`src/rtl/slt_serial_n_bit_if.sv`:
```
// ============================================================================
// Module      : slt_serial_n_bit_if
// Description : Start/operand/result bundle for the bit-serial set-less-than
//               engine. Master drives the request, slave returns the results.
// Revision    : 1.0 - initial release
// ============================================================================
`default_nettype none

interface slt_serial_n_bit_if #(
  parameter int WORD_SIZE = 32
);
  logic                 start;
  logic [WORD_SIZE-1:0] R2;
  logic [WORD_SIZE-1:0] R3;
  logic                 busy;
  logic                 done;
  logic                 SLT_out;
  logic                 SLTU_out;
  logic                 EQ_out;

  modport master (
    output start, R2, R3,
    input  busy, done, SLT_out, SLTU_out, EQ_out
  );

  modport slave (
    input  start, R2, R3,
    output busy, done, SLT_out, SLTU_out, EQ_out
  );
endinterface

`default_nettype wire

```
`src/rtl/slt_serial_n_bit.sv`:
```
// ============================================================================
// Module      : slt_serial_n_bit
// Description : Bit-serial signed/unsigned set-less-than, LSB first, computing
//               R2 + ~R3 + 1 one bit per clock. Define SLT_SERIAL_EQ_EN to
//               include the equality accumulator (EQ_out tied 0 otherwise).
// Revision    : 1.0 - initial release
// ============================================================================
`default_nettype none

module slt_serial_n_bit #(
  parameter int WORD_SIZE = 32
) (
  input  wire logic          clk,
  input  wire logic          rst_n,
  slt_serial_n_bit_if.slave  bus
);

  localparam int             CW      = $clog2(WORD_SIZE);
  localparam logic [CW-1:0]  c_last  = CW'(WORD_SIZE - 1);
  localparam logic [1:0]     S_IDLE  = 2'd0;
  localparam logic [1:0]     S_RUN   = 2'd1;
  localparam logic [1:0]     S_DONE  = 2'd2;

  logic [1:0]           r_state;
  logic [1:0]           w_state_nxt;
  logic [CW-1:0]        r_cnt;
  logic [WORD_SIZE-1:0] r_a;
  logic [WORD_SIZE-1:0] r_b;
  logic                 r_a_msb;
  logic                 r_b_msb;
  logic                 r_carry;
  logic                 r_slt;
  logic                 r_sltu;
  logic                 w_eq;
  logic                 w_busy;
  logic                 w_done;
  logic                 w_accept;
  logic                 w_last;
  logic                 w_d;
  logic                 w_carry_nxt;
  logic                 w_ovf;

  assign w_accept    = (r_state == S_IDLE) && bus.start;
  assign w_last      = (r_state == S_RUN) && (r_cnt == c_last);

  // One full-adder slice of R2 + ~R3 + carry on the current LSBs
  assign w_d         = r_a[0] ^ ~r_b[0] ^ r_carry;
  assign w_carry_nxt = (r_a[0] & ~r_b[0]) | (r_carry & (r_a[0] ^ ~r_b[0]));
  assign w_ovf       = (r_a_msb ^ r_b_msb) & (w_d ^ r_a_msb);

  always_ff @(posedge clk or negedge rst_n) begin
    if (!rst_n) begin
      r_state <= S_IDLE;
    end else begin
      r_state <= w_state_nxt;
    end
  end

  always_comb begin
    w_state_nxt = r_state;
    case (r_state)
      S_IDLE:  if (bus.start) w_state_nxt = S_RUN;
      S_RUN:   if (r_cnt == c_last) w_state_nxt = S_DONE;
      S_DONE:  w_state_nxt = S_IDLE;
      default: w_state_nxt = S_IDLE;
    endcase
  end

  always_comb begin
    w_busy = 1'b0;
    w_done = 1'b0;
    case (r_state)
      S_RUN:   w_busy = 1'b1;
      S_DONE:  begin
        w_busy = 1'b1;
        w_done = 1'b1;
      end
      default: ;
    endcase
  end

  always_ff @(posedge clk or negedge rst_n) begin
    if (!rst_n) begin
      r_cnt   <= '0;
      r_a     <= '0;
      r_b     <= '0;
      r_a_msb <= 1'b0;
      r_b_msb <= 1'b0;
      r_carry <= 1'b1;
      r_slt   <= 1'b0;
      r_sltu  <= 1'b0;
    end else if (w_accept) begin
      r_a     <= bus.R2;
      r_b     <= bus.R3;
      r_a_msb <= bus.R2[WORD_SIZE-1];
      r_b_msb <= bus.R3[WORD_SIZE-1];
      r_carry <= 1'b1;
      r_cnt   <= '0;
    end else if (r_state == S_RUN) begin
      r_a     <= {1'b0, r_a[WORD_SIZE-1:1]};
      r_b     <= {1'b0, r_b[WORD_SIZE-1:1]};
      r_carry <= w_carry_nxt;
      r_cnt   <= r_cnt + CW'(1);
      if (w_last) begin
        r_slt  <= w_d ^ w_ovf;
        r_sltu <= ~w_carry_nxt;
      end
    end
  end

`ifdef SLT_SERIAL_EQ_EN
  logic r_zero;
  logic r_eq;

  always_ff @(posedge clk or negedge rst_n) begin
    if (!rst_n) begin
      r_zero <= 1'b1;
      r_eq   <= 1'b0;
    end else if (w_accept) begin
      r_zero <= 1'b1;
    end else if (r_state == S_RUN) begin
      r_zero <= r_zero & ~w_d;
      if (w_last) r_eq <= r_zero & ~w_d;
    end
  end

  assign w_eq = r_eq;
`else
  assign w_eq = 1'b0;
`endif

  assign bus.busy     = w_busy;
  assign bus.done     = w_done;
  assign bus.SLT_out  = r_slt;
  assign bus.SLTU_out = r_sltu;
  assign bus.EQ_out   = w_eq;

endmodule

`default_nettype wire

```
`src/flat_wrapper.sv`:
```
// flat-port wrapper written by rule: the top's interface ports become plain ports
module slt_serial_n_bit_flat 
#(
  parameter int WORD_SIZE = 32
)
  (clk, rst_n, bus_start, bus_R2, bus_R3, bus_busy, bus_done, bus_SLT_out, bus_SLTU_out, bus_EQ_out);
  slt_serial_n_bit_if #(.WORD_SIZE(WORD_SIZE)) bus_i ();
  input  wire logic clk;
  input  wire logic rst_n;
  input wire logic [$bits(bus_i.start)-1:0] bus_start;
  input wire logic [$bits(bus_i.R2)-1:0] bus_R2;
  input wire logic [$bits(bus_i.R3)-1:0] bus_R3;
  output wire logic [$bits(bus_i.busy)-1:0] bus_busy;
  output wire logic [$bits(bus_i.done)-1:0] bus_done;
  output wire logic [$bits(bus_i.SLT_out)-1:0] bus_SLT_out;
  output wire logic [$bits(bus_i.SLTU_out)-1:0] bus_SLTU_out;
  output wire logic [$bits(bus_i.EQ_out)-1:0] bus_EQ_out;
  assign bus_i.start = bus_start;
  assign bus_i.R2 = bus_R2;
  assign bus_i.R3 = bus_R3;
  assign bus_busy = bus_i.busy;
  assign bus_done = bus_i.done;
  assign bus_SLT_out = bus_i.SLT_out;
  assign bus_SLTU_out = bus_i.SLTU_out;
  assign bus_EQ_out = bus_i.EQ_out;
  slt_serial_n_bit #(.WORD_SIZE(WORD_SIZE)) u_core (.clk(clk), .rst_n(rst_n), .bus(bus_i));
endmodule
```
`config.mk`:
```
export PLATFORM = sky130hd
export DESIGN_NAME = slt_serial_n_bit_flat
export DESIGN_NICKNAME = d
export VERILOG_FILES = /design/src/rtl/slt_serial_n_bit_if.sv /design/src/rtl/slt_serial_n_bit.sv /design/src/flat_wrapper.sv
export SDC_FILE = /design/constraint.sdc
export NUM_CORES = 1
export LEC_CHECK = 0
export BUFFER_PORTS_ARGS = -buffer_cell sky130_fd_sc_hd__buf_2
export CAP_MARGIN = 20
export CORE_MARGIN = 1
export CORE_UTILIZATION = 33
export DETAILED_ROUTE_END_ITERATION = 6
export SYNTH_ARGS = -nofsm -noshare
export SYNTH_HDL_FRONTEND = slang
export SYNTH_SLANG_ARGS = --single-unit
```
`constraint.sdc`:
```
create_clock -name clk -period 2.8 [get_ports clk]
set_clock_uncertainty 0.15 [all_clocks]
set_input_delay 0.42 -clock clk [delete_from_list [all_inputs] [get_ports clk]]
set_output_delay 0.42 -clock clk [all_outputs]
set_load 0.05 [all_outputs]
```
# Word-level counts from Yosys, hierarchy flattened
# Index checks and enable logic that the tools add are counted.
# Widths: inputs -> output; s select.
# word_totals
regBits,76
output_inout_bits,5
# op_classes
addsub,1
eq_ne,5
n_mux,13
n_bitwise,12
reduce_logical,7
# ops
operator,count
$mux 32,4
$mux 5,2
$add 5x1->5 const B,1
$eq 5x5->1 const B,1
$xor 1x1->1,5
$mux 1,4
$mux 2,2
$ne 2x2->1 const B,2
$pmux 2 s2,1
$and 1x1->1,3
$not 1->1,3
$reduce_and 3->1,1
$eq 2x1->1 const B,1
$eq 2x2->1 const B,1
$logic_and 1x1->1,2
$logic_not 2->1,1
$reduce_and 2->1,1
$reduce_bool 2->1,1
$reduce_or 2->1,1
$or 1x1->1,1

# Depth between registers and ports, before layout
# logic_depth
ltp_word,6
mapped_depth,8
mapped_depth_nobuf,6

# Worst setup path before layout
# No wires, ideal clock.
# synth_timing
path_type,reg2reg
from,register u_core.r_cnt[0]
to,register u_core.r_state[0]
setup_ps,125
arrival_ps,1459
t_required_ps,2525
path_slack_ps,1066
stages_incl_launch_ff,6
cell_sequence,dfrtp_1 -> ha_1 -> and3_1 -> ha_1 -> o22ai_1 -> mux2_2
# synth_via
elab_chain_len,3
# synth_lines
item,line_no,rtl
start: declaration,slt_serial_n_bit.sv:26,logic [CW-1:0] r_cnt;
start signal: assignment,slt_serial_n_bit.sv:103,r_cnt <= r_cnt + CW'(1);
$eq 5x5->1,slt_serial_n_bit.sv:63,S_RUN: if (r_cnt == c_last) w_state_nxt = S_DONE;
$ne 2x2->1 (no line),n/a,
$reduce_and 2->1 (no line),n/a,
end signal: assignment,slt_serial_n_bit.sv:55,r_state <= w_state_nxt;
end: declaration,slt_serial_n_bit.sv:24,logic [1:0] r_state;
# Every way passes these cells.
# A chain may end at the register's enable or synchronous reset.

# Final worst setup path
# layout_timing
from,register u_core.r_state[1]
to,register u_core.r_a[2]
# layout_via
elab_chain_len,3
# layout_lines
item,line_no,rtl
$logic_not 2->1,slt_serial_n_bit.sv:43,assign w_accept = (r_state == S_IDLE) && bus.start;
$logic_and 1x1->1,slt_serial_n_bit.sv:43,
$mux 32 or $reduce_bool 2->1 (tied branches),n/a,
end signal: assignment,slt_serial_n_bit.sv:93,r_a <= bus.R2;
end signal: assignment,slt_serial_n_bit.sv:100,"r_a <= {1'b0, r_a[WORD_SIZE-1:1]};"
end: declaration,slt_serial_n_bit.sv:27,logic [WORD_SIZE-1:0] r_a;
# Several ways; a longest one is shown, not always the timed one.

==> metrics.md <==
| Metric | Value |
|---|---|
| CTS tree | `done` |
| Post-CTS Resized | `0` |
| Seq cells post-synth | `between 70 and 80` |
| Commonest cells in the netlist | `dfrtp_1 (75), nand2_1 (65), mux2i_1 (64)` |
| CTS buffer count | `9` |
| Sw Ratio | `between 30% and 40%` |
| PwrDens | `about 1100 nW/um^2` |
| Syn Area/Cell | `between 10 and 15 um^2` |
| Root Buffer | `clkbuf_8` |
| Layout cells sized above 1 | `between 20 and 25%` |
| Design area | `4280 um^2` |
| Critical path peak fanout | `50` |
| Routed via count | `roughly 2400` |
| First-pass DRT Iterations | `4` |
| Dpl hpwl | `approximately 4.4 mm` |
| Crit path time final | `about 2 ns` |
| CP required | `2.87 ns` |
| Register area share after synthesis | `52.3%` |
| Initial Util | `between 30% and 40%` |
| Setup crit end kind | `flop` |
| FP Rows | `37` |
| Psw | `1650 uW` |
| Status | `finished, final reports clean` |
| Worst hold slack | `about 0.12 ns` |
| Clock Latency Late Sink | `between 0.3 and 0.4 ns` |
| Largest area contributor in the netlist | `dfrtp_1` |
| Placeable Area | `around 11000 um^2` |
| First-pass GRT wire length | `11.6 mm` |
| Antenna-violating nets left | `0` |
| Pleak | `a little under 0.002 uW` |
| Cells after DPL | `517` |
| Area grow syn2layout | `17.5%` |
| Synthesized instance count | `approximately 330` |
| Ant diodes | `0` |
| GRT Util Overall | `around an eighth` |
| Most frequent cell after synthesis | `dfrtp_1` |
| Final setup fails | `0` |
| Synth area leaders | `dfrtp_1 (52%), mux2i_1 (18%), o21ai_0 (8.7%)` |
| Peak VDD IR | `approximately 0.00049 V` |
| RSZ-0062 raised after global routing | `false` |
| Via density | `around 4.6` |
| Largest net degree at the start of global routing | `77` |
| Clk pwr share | `20.1%` |
| Final period utilization | `a little under three quarters` |
| Fin nets | `about 470` |
| Synth Cell Area | `roughly 3600 um^2` |
| Internal power | `between 3000 and 4000 uW` |
| Die height | `107 um` |
| Synth top area share | `approximately half` |
| Startpoint types | `flop` |
| Antenna violations before repair | `0` |
| DRC viols | `0` |
| Die footprint | `~11000 um^2` |
| Total Routed Length | `about 6.8 mm` |
| Ys flop type | `dfrtp_1` |
| Area after DPL | `between 4000 and 5000 um^2` |
| Synth Warn # | `0` |
| FFs w/ async S/R, synth | `100%` |
| Avg WL per Cell | `12.7 um` |
| Io pins | `72` |
| Hold depth | `3` |
| Worst R2R Path Depth | `5` |
| Logic pwr share | `roughly two fifths` |
| Setup tns final | `0 ns` |
| Fmax | `502 MHz` |
| Routability Congestion | `~0.70` |
| Final cell count without fillers | `approximately 530` |
| DRT iter0 DRCs | `~160` |
| Vias in the first global route | `2483` |
| Port-buffer cells | `70` |
| Arrival time worst endpoint | `approximately 2.1 ns` |
| Post-synth EDFFs | `0` |
| Max H-tree Level | `3` |
| Syn nets | `406` |
| Hold Vio Cnt, Final | `0` |
| Clock transition at path regs | `0.08 ns` |
| Die width | `107 um` |
| Reg power frac | `between 40% and 50%` |
| Cell variety after synth | `29` |
| CTS max path bufs | `2` |
| Hold Path Class | `in2reg` |
| Clock sink total | `between 70 and 80` |
| Slew Viols, Final | `0` |
| Maxcap violations | `0` |
| Gr ovfl total | `0` |
| CP Class | `reg2reg` |
metal layers:
metal | share of wire, % | vias to the layer above | track usage, %
li1 | - | 1246 | -
met1 | 47 | 1132 | 16.4
met2 | 47 | 61 | 21.3
met3 | 5.2 | 7 | 4.01
met4 | 0.81 | 0 | 2.64
met5 | 0 | - | 0
flip-flops by register name, indices dropped and copies added (netlist names):
name	count
u_core.r_b_msb	1
u_core.bus.SLT_out	1
u_core.r_a_msb	1
u_core.bus.SLTU_out	1
u_core.r_state	2
u_core.r_carry	1
u_core.r_b	32
u_core.r_cnt	5
u_core.r_a	32
path summary, 6_finish.rpt:
path                                                      from                             end  slack [ns]
worst min register to register  u_core.bus.SLT_out$_DFFE_PN0P_  u_core.bus.SLT_out$_DFFE_PN0P_        0.32
min in group asynchronous                                rst_n      u_core.r_b[15]$_DFFE_PN0P_        0.33
max in group asynchronous                                rst_n      u_core.r_carry$_DFFE_PN1P_        1.57
worst min-delay path                                bus_R2[20]      u_core.r_a[20]$_DFFE_PN0P_        0.12
worst max-delay path             u_core.r_state[1]$_DFFE_PN0P_       u_core.r_a[2]$_DFFE_PN0P_        0.81
worst max register to register   u_core.r_state[1]$_DFFE_PN0P_       u_core.r_a[2]$_DFFE_PN0P_        0.81
layout by cell type (no fill, tap or decap), drive strengths merged:
| master | Yosys | layout |
|---|---|---|
| a211o | 1 | 1 |
| a21boi | 1 | 1 |
| a22o | 2 | 2 |
| and2 | 1 | 1 |
| and3 | 1 | 1 |
| buf | 19 | 75 |
| bufinv | 0 | 2 |
| clkbuf | 5 | 11 |
| clkinv | 0 | 1 |
| clkinvlp | 0 | 1 |
| conb | 1 | 1 |
| dfrtp | 75 | 75 |
| dfstp | 1 | 1 |
| dlygate4sd3 | 0 | 1 |
| fa | 1 | 1 |
| ha | 7 | 7 |
| inv | 5 | 5 |
| mux2 | 4 | 4 |
| mux2i | 64 | 64 |
| nand2 | 65 | 65 |
| nand3 | 1 | 1 |
| nand4 | 1 | 1 |
| nor2 | 7 | 7 |
| nor2b | 1 | 1 |
| o21ai | 63 | 63 |
| o22ai | 1 | 1 |
| o31ai | 1 | 1 |
| xnor2 | 1 | 1 |
| xor2 | 2 | 2 |
cell families (layout without fill, tap and decap cells):
group	after synthesis	count (layout)	share of synthesized area (%)
xor+xnor	3	3	0.723
buf+inv	29	96	6.40
mux	68	68	19.1
flops	76	76	52.3
other cells	1	1	0.103
fa+ha+maj	8	8	2.96
compound gates	69	69	9.98
simple gates	77	77	8.46
power by group through the flow:
stage / combinational [uW] / clock [uW] / sequential [uW]
2_1_floorplan: 1630 / 0 / 1840
3_3_place_gp: 1770 / 0 / 1920
3_5_place_dp: 1820 / 0 / 1940
4_1_cts: 1830 / 974 / 1920
5_1_grt: 2060 / 1020 / 1980
6_report: 1800 / 935 / 1920
final cells by class:
class	count	area [um^2]
clock buffers	11	151
multi-input cells	226	1510
fillers	1021	6230
flip-flops and latches	76	1900
inverters	5	18.8
well taps	136	170
repair buffers	76	445
clock inverters	4	72.6
repair_timing:
action,CTS,global route
endpoints found under the hold margin,0,16
buffers inserted,0,0
hold buffers,0,1
setup endpoints to repair,0,0
through the flow:
| step | total power, uW | setup slack (ns) | util (%) |
|---|---|---|---|
| 2_1_floorplan | 3480 | 1.07 | - |
| 6_report | 4660 | 0.807 | 40.7 |
| 4_1_cts | 4730 | 0.788 | 40.3 |
| 3_5_place_dp | 3760 | 0.789 | 38.2 |
| 5_1_grt | 5060 | 0.582 | 40.7 |
| 3_3_place_gp | 3690 | 0.866 | 38.2 |
critical path, cell delays in order (launching register included):
cell     delay, ns
dfrtp_1       0.40
inv_1         0.16
ha_1          0.20
and2_4        0.45
buf_4         0.36
o21ai_0       0.14
Power figures use the tool's default switching activity.
